$ cat src/rtl/serv_rf_dbg_arb_if.sv
// Debug-side access port of the RF arbiter: one 32-bit register read or write per request.
// The debug module drives the i_* signals and the arbiter drives the o_* signals.
interface serv_rf_dbg_arb_if #(
  parameter int RF_AW = 6
) ();
  logic             i_dbg_halted;
  logic             i_dbg_req;
  logic             i_dbg_we;
  logic [RF_AW-1:0] i_dbg_addr;
  logic [31:0]      i_dbg_wdata;
  logic             o_dbg_ack;
  logic             o_dbg_err;
  logic [31:0]      o_dbg_rdata;
  logic             o_dbg_busy;

  modport master (
    output i_dbg_halted, i_dbg_req, i_dbg_we, i_dbg_addr, i_dbg_wdata,
    input  o_dbg_ack, o_dbg_err, o_dbg_rdata, o_dbg_busy
  );

  modport slave (
    input  i_dbg_halted, i_dbg_req, i_dbg_we, i_dbg_addr, i_dbg_wdata,
    output o_dbg_ack, o_dbg_err, o_dbg_rdata, o_dbg_busy
  );
endinterface

$ cat src/rtl/serv_rf_dbg_arb.sv
// Arbiter between the core's bit-serial RF port and the RF RAM, running debug GPR/CSR accesses
// as serial RF transactions while the core is halted. Define SERV_DBG_CSR_EN to allow CSR targets.
module serv_rf_dbg_arb #(
  parameter int TIMEOUT = 255,
  parameter int RF_AW   = 6
) (
  input  logic             i_clk,
  input  logic             i_rst,
  // core side
  input  logic             i_core_rreq,
  input  logic             i_core_wreq,
  input  logic [RF_AW-1:0] i_core_wreg0,
  input  logic [RF_AW-1:0] i_core_wreg1,
  input  logic             i_core_wen0,
  input  logic             i_core_wen1,
  input  logic             i_core_wdata0,
  input  logic             i_core_wdata1,
  input  logic [RF_AW-1:0] i_core_rreg0,
  input  logic [RF_AW-1:0] i_core_rreg1,
  output logic             o_core_ready,
  // debug side
  serv_rf_dbg_arb_if.slave dbg,
  // RF RAM side
  output logic             o_rf_rreq,
  output logic             o_rf_wreq,
  output logic [RF_AW-1:0] o_rf_wreg0,
  output logic [RF_AW-1:0] o_rf_wreg1,
  output logic [RF_AW-1:0] o_rf_rreg0,
  output logic [RF_AW-1:0] o_rf_rreg1,
  output logic             o_rf_wen0,
  output logic             o_rf_wen1,
  output logic             o_rf_wdata0,
  output logic             o_rf_wdata1,
  input  logic             i_rf_ready,
  input  logic             i_rf_rdata1
);

  localparam int TW = $clog2(TIMEOUT + 1);

  typedef enum logic [2:0] {S_IDLE, S_RREQ, S_WAIT, S_XFER, S_DONE} state_t;

  state_t           state, state_d;
  logic [TW-1:0]    tcnt;
  logic [4:0]       bcnt;
  logic [31:0]      shreg;
  logic [RF_AW-1:0] addr_q;
  logic             we_q;
  logic             err_q;
  logic             pend_rreq, pend_wreq;
  logic [31:0]      rdata_q;
  logic             grant;
  logic             csr_blocked;

`ifdef SERV_DBG_CSR_EN
  assign csr_blocked = 1'b0;
`else
  // CSR targets are refused without touching the RF.
  assign csr_blocked = dbg.i_dbg_addr[5];
`endif

  // NOTE: every signal written here gets a default first so no path leaves it unassigned (no latches).
  always_comb begin
    state_d      = state;
    grant        = 1'b0;
    o_core_ready = 1'b0;
    o_rf_rreq    = (state == S_RREQ);
    o_rf_wreq    = 1'b0;
    o_rf_wreg0   = addr_q;
    o_rf_wreg1   = addr_q;
    o_rf_rreg0   = addr_q;
    o_rf_rreg1   = addr_q;
    o_rf_wen0    = (state == S_XFER) && we_q && (addr_q != '0);
    o_rf_wen1    = 1'b0;
    o_rf_wdata0  = shreg[0];
    o_rf_wdata1  = 1'b0;

    case (state)
      S_IDLE: begin
        o_core_ready = i_rf_ready;
        o_rf_rreq    = i_core_rreq | pend_rreq;
        o_rf_wreq    = i_core_wreq | pend_wreq;
        o_rf_wreg0   = i_core_wreg0;
        o_rf_wreg1   = i_core_wreg1;
        o_rf_rreg0   = i_core_rreg0;
        o_rf_rreg1   = i_core_rreg1;
        o_rf_wen0    = i_core_wen0;
        o_rf_wen1    = i_core_wen1;
        o_rf_wdata0  = i_core_wdata0;
        o_rf_wdata1  = i_core_wdata1;
        // Core traffic, live or replayed, always wins the IDLE cycle.
        if (dbg.i_dbg_req && dbg.i_dbg_halted && !i_core_rreq && !i_core_wreq &&
            !pend_rreq && !pend_wreq) begin
          grant   = 1'b1;
          state_d = csr_blocked ? S_DONE : S_RREQ;
        end
      end
      S_RREQ: state_d = S_WAIT;
      S_WAIT: begin
        if (i_rf_ready)                          state_d = S_XFER;
        else if (tcnt == TW'(TIMEOUT - 1))       state_d = S_DONE;
      end
      S_XFER: if (bcnt == 5'd31) state_d = S_DONE;
      S_DONE: state_d = S_IDLE;
      default: state_d = S_IDLE;
    endcase
  end

  // NOTE: sequential state uses non-blocking assignments so all registers update together at the edge.
  always_ff @(posedge i_clk) begin
    if (i_rst) begin
      state     <= S_IDLE;
      tcnt      <= '0;
      bcnt      <= '0;
      shreg     <= '0;
      addr_q    <= '0;
      we_q      <= 1'b0;
      err_q     <= 1'b0;
      pend_rreq <= 1'b0;
      pend_wreq <= 1'b0;
      rdata_q   <= '0;
    end else begin
      state <= state_d;

      if (state == S_IDLE) begin
        pend_rreq <= 1'b0;
        pend_wreq <= 1'b0;
      end else begin
        pend_rreq <= pend_rreq | i_core_rreq;
        pend_wreq <= pend_wreq | i_core_wreq;
      end

      case (state)
        S_IDLE: if (grant) begin
          addr_q <= dbg.i_dbg_addr;
          we_q   <= dbg.i_dbg_we;
          shreg  <= dbg.i_dbg_wdata;
          err_q  <= csr_blocked;
          tcnt   <= '0;
          bcnt   <= '0;
          if (csr_blocked) rdata_q <= '0;
        end
        S_WAIT: begin
          tcnt <= tcnt + 1'b1;
          bcnt <= '0;
          if (!i_rf_ready && tcnt == TW'(TIMEOUT - 1)) begin
            err_q   <= 1'b1;
            rdata_q <= '0;
          end
        end
        S_XFER: begin
          // Write data leaves from bit 0 while read data enters at bit 31; after 32 shifts
          // the register holds the word read from port 1.
          bcnt  <= bcnt + 1'b1;
          shreg <= {i_rf_rdata1, shreg[31:1]};
          if (bcnt == 5'd31)
            rdata_q <= (addr_q == '0) ? 32'd0 : {i_rf_rdata1, shreg[31:1]};
        end
        default: ;
      endcase
    end
  end

  assign dbg.o_dbg_ack   = (state == S_DONE);
  assign dbg.o_dbg_err   = (state == S_DONE) && err_q;
  assign dbg.o_dbg_rdata = rdata_q;
  assign dbg.o_dbg_busy  = (state != S_IDLE);

endmodule

$ cat src/flat_wrapper.sv
// flat-port wrapper written by rule: the top's interface ports become plain ports
module serv_rf_dbg_arb_flat 
#(
  parameter int TIMEOUT = 255,
  parameter int RF_AW   = 6
)
  (i_clk, i_rst, i_core_rreq, i_core_wreq, i_core_wreg0, i_core_wreg1, i_core_wen0, i_core_wen1, i_core_wdata0, i_core_wdata1, i_core_rreg0, i_core_rreg1, o_core_ready, o_rf_rreq, o_rf_wreq, o_rf_wreg0, o_rf_wreg1, o_rf_rreg0, o_rf_rreg1, o_rf_wen0, o_rf_wen1, o_rf_wdata0, o_rf_wdata1, i_rf_ready, i_rf_rdata1, dbg_i_dbg_halted, dbg_i_dbg_req, dbg_i_dbg_we, dbg_i_dbg_addr, dbg_i_dbg_wdata, dbg_o_dbg_ack, dbg_o_dbg_err, dbg_o_dbg_rdata, dbg_o_dbg_busy);
  serv_rf_dbg_arb_if #(.RF_AW(RF_AW)) dbg_i ();
  input  logic i_clk;
  input  logic i_rst;
  input  logic i_core_rreq;
  input  logic i_core_wreq;
  input  logic [RF_AW-1:0] i_core_wreg0;
  input  logic [RF_AW-1:0] i_core_wreg1;
  input  logic i_core_wen0;
  input  logic i_core_wen1;
  input  logic i_core_wdata0;
  input  logic i_core_wdata1;
  input  logic [RF_AW-1:0] i_core_rreg0;
  input  logic [RF_AW-1:0] i_core_rreg1;
  output logic o_core_ready;
  output logic o_rf_rreq;
  output logic o_rf_wreq;
  output logic [RF_AW-1:0] o_rf_wreg0;
  output logic [RF_AW-1:0] o_rf_wreg1;
  output logic [RF_AW-1:0] o_rf_rreg0;
  output logic [RF_AW-1:0] o_rf_rreg1;
  output logic o_rf_wen0;
  output logic o_rf_wen1;
  output logic o_rf_wdata0;
  output logic o_rf_wdata1;
  input  logic i_rf_ready;
  input  logic i_rf_rdata1;
  input wire logic [$bits(dbg_i.i_dbg_halted)-1:0] dbg_i_dbg_halted;
  input wire logic [$bits(dbg_i.i_dbg_req)-1:0] dbg_i_dbg_req;
  input wire logic [$bits(dbg_i.i_dbg_we)-1:0] dbg_i_dbg_we;
  input wire logic [$bits(dbg_i.i_dbg_addr)-1:0] dbg_i_dbg_addr;
  input wire logic [$bits(dbg_i.i_dbg_wdata)-1:0] dbg_i_dbg_wdata;
  output wire logic [$bits(dbg_i.o_dbg_ack)-1:0] dbg_o_dbg_ack;
  output wire logic [$bits(dbg_i.o_dbg_err)-1:0] dbg_o_dbg_err;
  output wire logic [$bits(dbg_i.o_dbg_rdata)-1:0] dbg_o_dbg_rdata;
  output wire logic [$bits(dbg_i.o_dbg_busy)-1:0] dbg_o_dbg_busy;
  assign dbg_i.i_dbg_halted = dbg_i_dbg_halted;
  assign dbg_i.i_dbg_req = dbg_i_dbg_req;
  assign dbg_i.i_dbg_we = dbg_i_dbg_we;
  assign dbg_i.i_dbg_addr = dbg_i_dbg_addr;
  assign dbg_i.i_dbg_wdata = dbg_i_dbg_wdata;
  assign dbg_o_dbg_ack = dbg_i.o_dbg_ack;
  assign dbg_o_dbg_err = dbg_i.o_dbg_err;
  assign dbg_o_dbg_rdata = dbg_i.o_dbg_rdata;
  assign dbg_o_dbg_busy = dbg_i.o_dbg_busy;
  serv_rf_dbg_arb #(.TIMEOUT(TIMEOUT), .RF_AW(RF_AW)) u_core (.i_clk(i_clk), .i_rst(i_rst), .i_core_rreq(i_core_rreq), .i_core_wreq(i_core_wreq), .i_core_wreg0(i_core_wreg0), .i_core_wreg1(i_core_wreg1), .i_core_wen0(i_core_wen0), .i_core_wen1(i_core_wen1), .i_core_wdata0(i_core_wdata0), .i_core_wdata1(i_core_wdata1), .i_core_rreg0(i_core_rreg0), .i_core_rreg1(i_core_rreg1), .o_core_ready(o_core_ready), .dbg(dbg_i), .o_rf_rreq(o_rf_rreq), .o_rf_wreq(o_rf_wreq), .o_rf_wreg0(o_rf_wreg0), .o_rf_wreg1(o_rf_wreg1), .o_rf_rreg0(o_rf_rreg0), .o_rf_rreg1(o_rf_rreg1), .o_rf_wen0(o_rf_wen0), .o_rf_wen1(o_rf_wen1), .o_rf_wdata0(o_rf_wdata0), .o_rf_wdata1(o_rf_wdata1), .i_rf_ready(i_rf_ready), .i_rf_rdata1(i_rf_rdata1));
endmodule
$ cat config.mk
export PLATFORM = sky130hd
export DESIGN_NAME = serv_rf_dbg_arb_flat
export DESIGN_NICKNAME = d
export VERILOG_FILES = /design/src/rtl/serv_rf_dbg_arb_if.sv /design/src/rtl/serv_rf_dbg_arb.sv /design/src/flat_wrapper.sv
export SDC_FILE = /design/constraint.sdc
export NUM_CORES = 1
export LEC_CHECK = 0
export BUFFER_PORTS_ARGS = -buffer_cell sky130_fd_sc_hd__buf_2
export CAP_MARGIN = 10
export CORE_MARGIN = 2
export CORE_UTILIZATION = 46
export DETAILED_ROUTE_END_ITERATION = 12
export GPL_TIMING_DRIVEN = 0
export PLACE_DENSITY = 0.7
export SYNTH_ARGS = -nofsm -noshare
export SYNTH_HDL_FRONTEND = slang
export SYNTH_SLANG_ARGS = --single-unit
$ cat constraint.sdc
create_clock -name i_clk -period 6.1 [get_ports i_clk]
set_clock_uncertainty 0.1 [all_clocks]
set_input_delay 1.22 -clock i_clk [delete_from_list [all_inputs] [get_ports i_clk]]
set_output_delay 1.22 -clock i_clk [all_outputs]
set_load 0.01 [all_outputs]
== Word level (Yosys, flattened, before mapping) ==
Cells that the tools add are included.
Operators by class
  multiplexer cells: 34
  eq/ne operators: 12
  reductions and logical operators: 29
  add/subtract/negate cells: 2
  bitwise gates (word level): 2
Operators by type and width (number)
  2-to-1 mux 32 bit: 6
  one-hot mux 32 bit (3 select lines): 1
  one-hot mux 32 bit (2 select lines): 1
  2-to-1 mux 6 bit: 4
  one-hot mux 8 bit (2 select lines): 1
  2-to-1 mux 3 bit: 5
  one-hot mux 5 bit (3 select lines): 1
  one-hot mux 3 bit (4 select lines): 1
  2-to-1 mux 1 bit: 11
  logical AND 1 bit: 9
  adder 8 x 1 -> 8 bit (second input constant): 1
  equality test 8 bit (second input constant): 1
  2-to-1 mux 8 bit: 1
  AND reduction 2 bit: 4
  equality test 3 x 2 -> 1 bit (second input constant): 2
  logical NOT 6 bit: 1
  inequality test 2 x 1 -> 1 bit (second input constant): 3
  AND reduction 3 bit: 2
  nonzero test 3 bit: 2
  nonzero test 6 bit: 1
  adder 5 x 1 -> 5 bit (second input constant): 1
  equality test 5 bit (second input constant): 1
  logical NOT 1 bit: 5
  2-to-1 mux 5 bit: 1
  10 further kinds: 13
Word-level totals
  bits of input ports: 75
  output and inout port bits: 66
  register bits after elaboration: 90

== Depth between registers and ports, before layout ==
  depth in word-level cells: 9
  mapped depth: 9
  depth with buffers taken out: 7

== Worst setup path before layout ==
OpenSTA, ideal clock, no wires.
  kind: input-to-output
  from: in i_core_rreq
  to: out o_rf_rreq
  stages: 2
  arrival: 1683 ps
  setup slack: 3097 ps
  path through: nor2_1 a211oi_1
On the way
  word-level cells in the longest chain between the ends: 2
RTL lines
  start, declared: RTL line flat_wrapper.sv:11  | input logic i_core_rreq;
  OR 1 bit: RTL line serv_rf_dbg_arb.sv:80  | o_rf_rreq = i_core_rreq | pend_rreq;
  2-to-1 mux 1 bit: RTL line serv_rf_dbg_arb.sv:77  | case (state)
  end, declared: RTL line flat_wrapper.sv:22  | output logic o_rf_rreq;
No other way between the ends.

== Worst setup path after layout ==
  from: reg u_core.state[0]
  to: out o_rf_wreg1[5]
On the way
  word-level cells in the longest chain between the ends: 2
RTL lines
  start, declared: RTL line serv_rf_dbg_arb.sv:42  | state_t state, state_d;
  start signal, assigned: RTL line serv_rf_dbg_arb.sv:122  | state <= state_d;
  logical NOT 3 bit: RTL line serv_rf_dbg_arb.sv:77
  2-to-1 mux 6 bit: RTL line serv_rf_dbg_arb.sv:77
  end, declared: RTL line flat_wrapper.sv:25  | output logic [RF_AW-1:0] o_rf_wreg1;
No other way between the ends.

==> results.cfg <==
[detailed_routing]
route.met2.wl_um = 5690
vias = 4278
top_layer_used = met4
drc = 0
wl_met3_um = 857
drt_pass1_iterations = 5
wl_per_cell_um = 15.0
antenna_left = 0
routed_via_density = 5.49
drt-met1-wl_um = 4990
wl_um = 11700
drtIter0Drc = 365

[status]
outcome = complete, no violations

[critical_path]
timing.rr.end = u_core.dbg.o_dbg_rdata[30]$_SDFFE_PP0P_
max_stage_delay_ns = 0.47
required_ns = 4.78
cp_top_family = buffers and inverters
cp-start-kind = register
timing.critical_path.buf_inv = 3
critPathSlowestCell = nor3_2
crit_path_max_fanout = 10
ff2ff_path_depth = 8
r2r_slack_ns = 3.61
crit_chain = buf_2, nor3_2, clkbuf_1, a21o_1, buf_2
path_class = register to output pin
r2r_start = u_core.bcnt[0]$_SDFFE_PP0P_
cp.arrival_ns = 2.15
crit_top_cell = buf_2
worstSetupEndpointType = output pin

[clock_network]
cts_tree = done
cts.sink_count = 90
postCtsHoldBufs = 0
cts_resized = 0
cts_buffer_depth = 2
cts_setup_buffers = 0
clkLatencyLatePin_ns = 0.36
ctsHtreeMaxLevel = 3
root_buffer = clkbuf_8
cts_inserted_buffers = 9
path_clk_slew_ns = 0.09

[global_routing]
grt_pass1_vias = 3882
grt_max_degree = 16
grt_pass1_wl_um = 18800
grt_overflow = 0
antenna_found_initial = 0
grt_usage_pct = 24.0

[synthesis]
synth.avg_cell_area_um2 = 7.94
synth_warnings = 0
netlist_top_cells_area = dfxtp_1, nand2_1, o32ai_1
syn_area_um2 = 4100
ys_ff_latch = 90
synthArstFlopShare_pct = 0
synth.distinct_cells = 47
synth_edf_count = 0
yosys.area.top_type = dfxtp_1
syn-instance-count = 516
yosysTopAreaCellShare_pct = 44.0
yosys_most_used_dff = dfxtp_1
syn_nets = 595
ys_seq_area_share_pct = 44.0

[die]
io_pins = 141
core_um2 = 8680
die_w_um = 98.4
die_area_um2 = 9680
initial_core_util_pct = 47.2
rows = 34
die_h_um = 98.4

[placement]
place_ws_ns = 2.78
gp_congestion = 0.832
hpwlAfterDp_um = 8950
place_inst = 763
port_buffers = 139

[timing]
slew_violations = 0
finalSetupTns_ns = 0
hold_viol = 0
period_share_pct = 56.8
finalSetupViolCount = 0
slew_headroom_pct = 59.5
max_freq_mhz = 288
period_needed_ns = 3.47
max_slew.worst_pin.slew_ns = 0.602
rsz0062_at_grt = false
worst_slack_ns = 2.63

[finish]
diodes = 0
final_cells = 779
final_common_cell = buf_2
num-nets-final = 745
fillCellCount = 837
post-route-util_pct = 59.1
final_cell_mix = buf_2, nand2_1, dfxtp_1
drive_gt1_share_pct = 25.5
area_growth_pct = 25.3

[power]
leakage_uw = 0.00211
worst_ir_drop_vdd_uv = 112
total_power_uw = 1160
p_per_area_nw_per_um2 = 227

[worst_hold_path]
hold_depth = 2
min_to = u_core.addr_q[3]$_SDFFE_PP0P_
min_from = u_core.addr_q[3]$_SDFFE_PP0P_
hold_class = register to register

[flow_run]
cap_viol_max_count = 0
-- stage by stage --
stage                     hold slack, ns  area (um^2)
final                              0.368         5130
after global routing               0.399         5130
after CTS                          0.368         5130
after detailed placement           0.357         4930
after global placement             0.350         4930
after floorplan                    0.336         4100
-- registers in the layout, summed over array words and instances, names as in the netlist, 3 cells and up --
register	flops
u_core.dbg.o_dbg_rdata	32
u_core.shreg	32
u_core.tcnt	8
u_core.addr_q	6
u_core.bcnt	5
u_core.state	3
-- power by group --
group,internal (uW),leakage (uW),switching (uW)
Clock,200,0.0000945,213
Sequential,596,0.000726,6.55
Combinational,62.4,0.00129,85.3
-- synthesized netlist by cell type (2+ instances only) --
| library cell | n |
|---|---|
| nand2_1 | 115 |
| dfxtp_1 | 90 |
| o21ai_0 | 40 |
| inv_1 | 37 |
| clkbuf_1 | 34 |
| a31oi_1 | 32 |
| o32ai_1 | 32 |
| a21o_1 | 24 |
| a21oi_1 | 22 |
| and2_1 | 11 |
| nor2_1 | 11 |
| nand3_1 | 7 |
| nor3_1 | 5 |
| and3_1 | 4 |
| buf_2 | 4 |
| ha_1 | 4 |
| or3_1 | 4 |
| buf_6 | 3 |
| nand4_1 | 3 |
| a211oi_1 | 2 |
| mux2i_1 | 2 |
| nor3_2 | 2 |
| nor4_1 | 2 |
| or2_2 | 2 |
| or3b_1 | 2 |
-- how the worst max path moves through the flow --
| stage | start | to | slack (ns) | cells past startpoint |
|---|---|---|---|---|
| finish | u_core.state[0]$_SDFFE_PP0P_ | o_rf_wreg1[5] | 2.63 | 5 |
| global placement | i_core_rreq | o_rf_rreq | 2.76 | 4 |
| global route | u_core.state[0]$_SDFFE_PP0P_ | o_rf_wreg1[5] | 2.52 | 6 |
| CTS | u_core.state[0]$_SDFFE_PP0P_ | o_rf_wreg1[5] | 2.63 | 6 |
| detailed placement | i_core_rreq | o_rf_rreq | 2.78 | 4 |
| floorplan | i_core_rreq | o_rf_rreq | 3.10 | 2 |
-- cell families (layout without fill, tap and decap cells) --
kind of cell	Yosys count	count (layout)	synth area share (%)
adders and majority gates	4	4	1.22
xor gates and xnor gates	1	1	0.214
AOI/OAI and AO/OA	163	163	26.4
DFF	90	90	44.0
and+or+nand+nor	176	176	19.6
muxes	2	2	0.489
buffers and inverters	80	235	8.09
-- cell type report --
class,count,area (um^2),area share (%)
clock inverters,6,66.3,1.29
plain buffers,42,189,3.68
repair buffers,139,696,13.6
multi-input cells,346,1960,38.3
clock buffers,10,138,2.68
well taps,108,135,2.63
inverters,38,143,2.78
flip-flops and latches,90,1800,35.1
-- per-layer routing --
metal,global-route usage (%),vias to the layer above
li1,-,2114
met1,30.8,1976
met2,41.1,174
met3,4.37,14
met4,7.06,0
met5,0,-
-- worst reg2reg max path: stages (launching register included) --
cell and delay, ns:
dfxtp_1 0.38, ha_1 0.17, and3_1 0.16, ha_1 0.16, and3b_1 0.20, o21a_1 0.20
nor3_2 0.41, clkbuf_1 0.44, o32ai_1 0.14
Power figures use the tool's default switching activity.
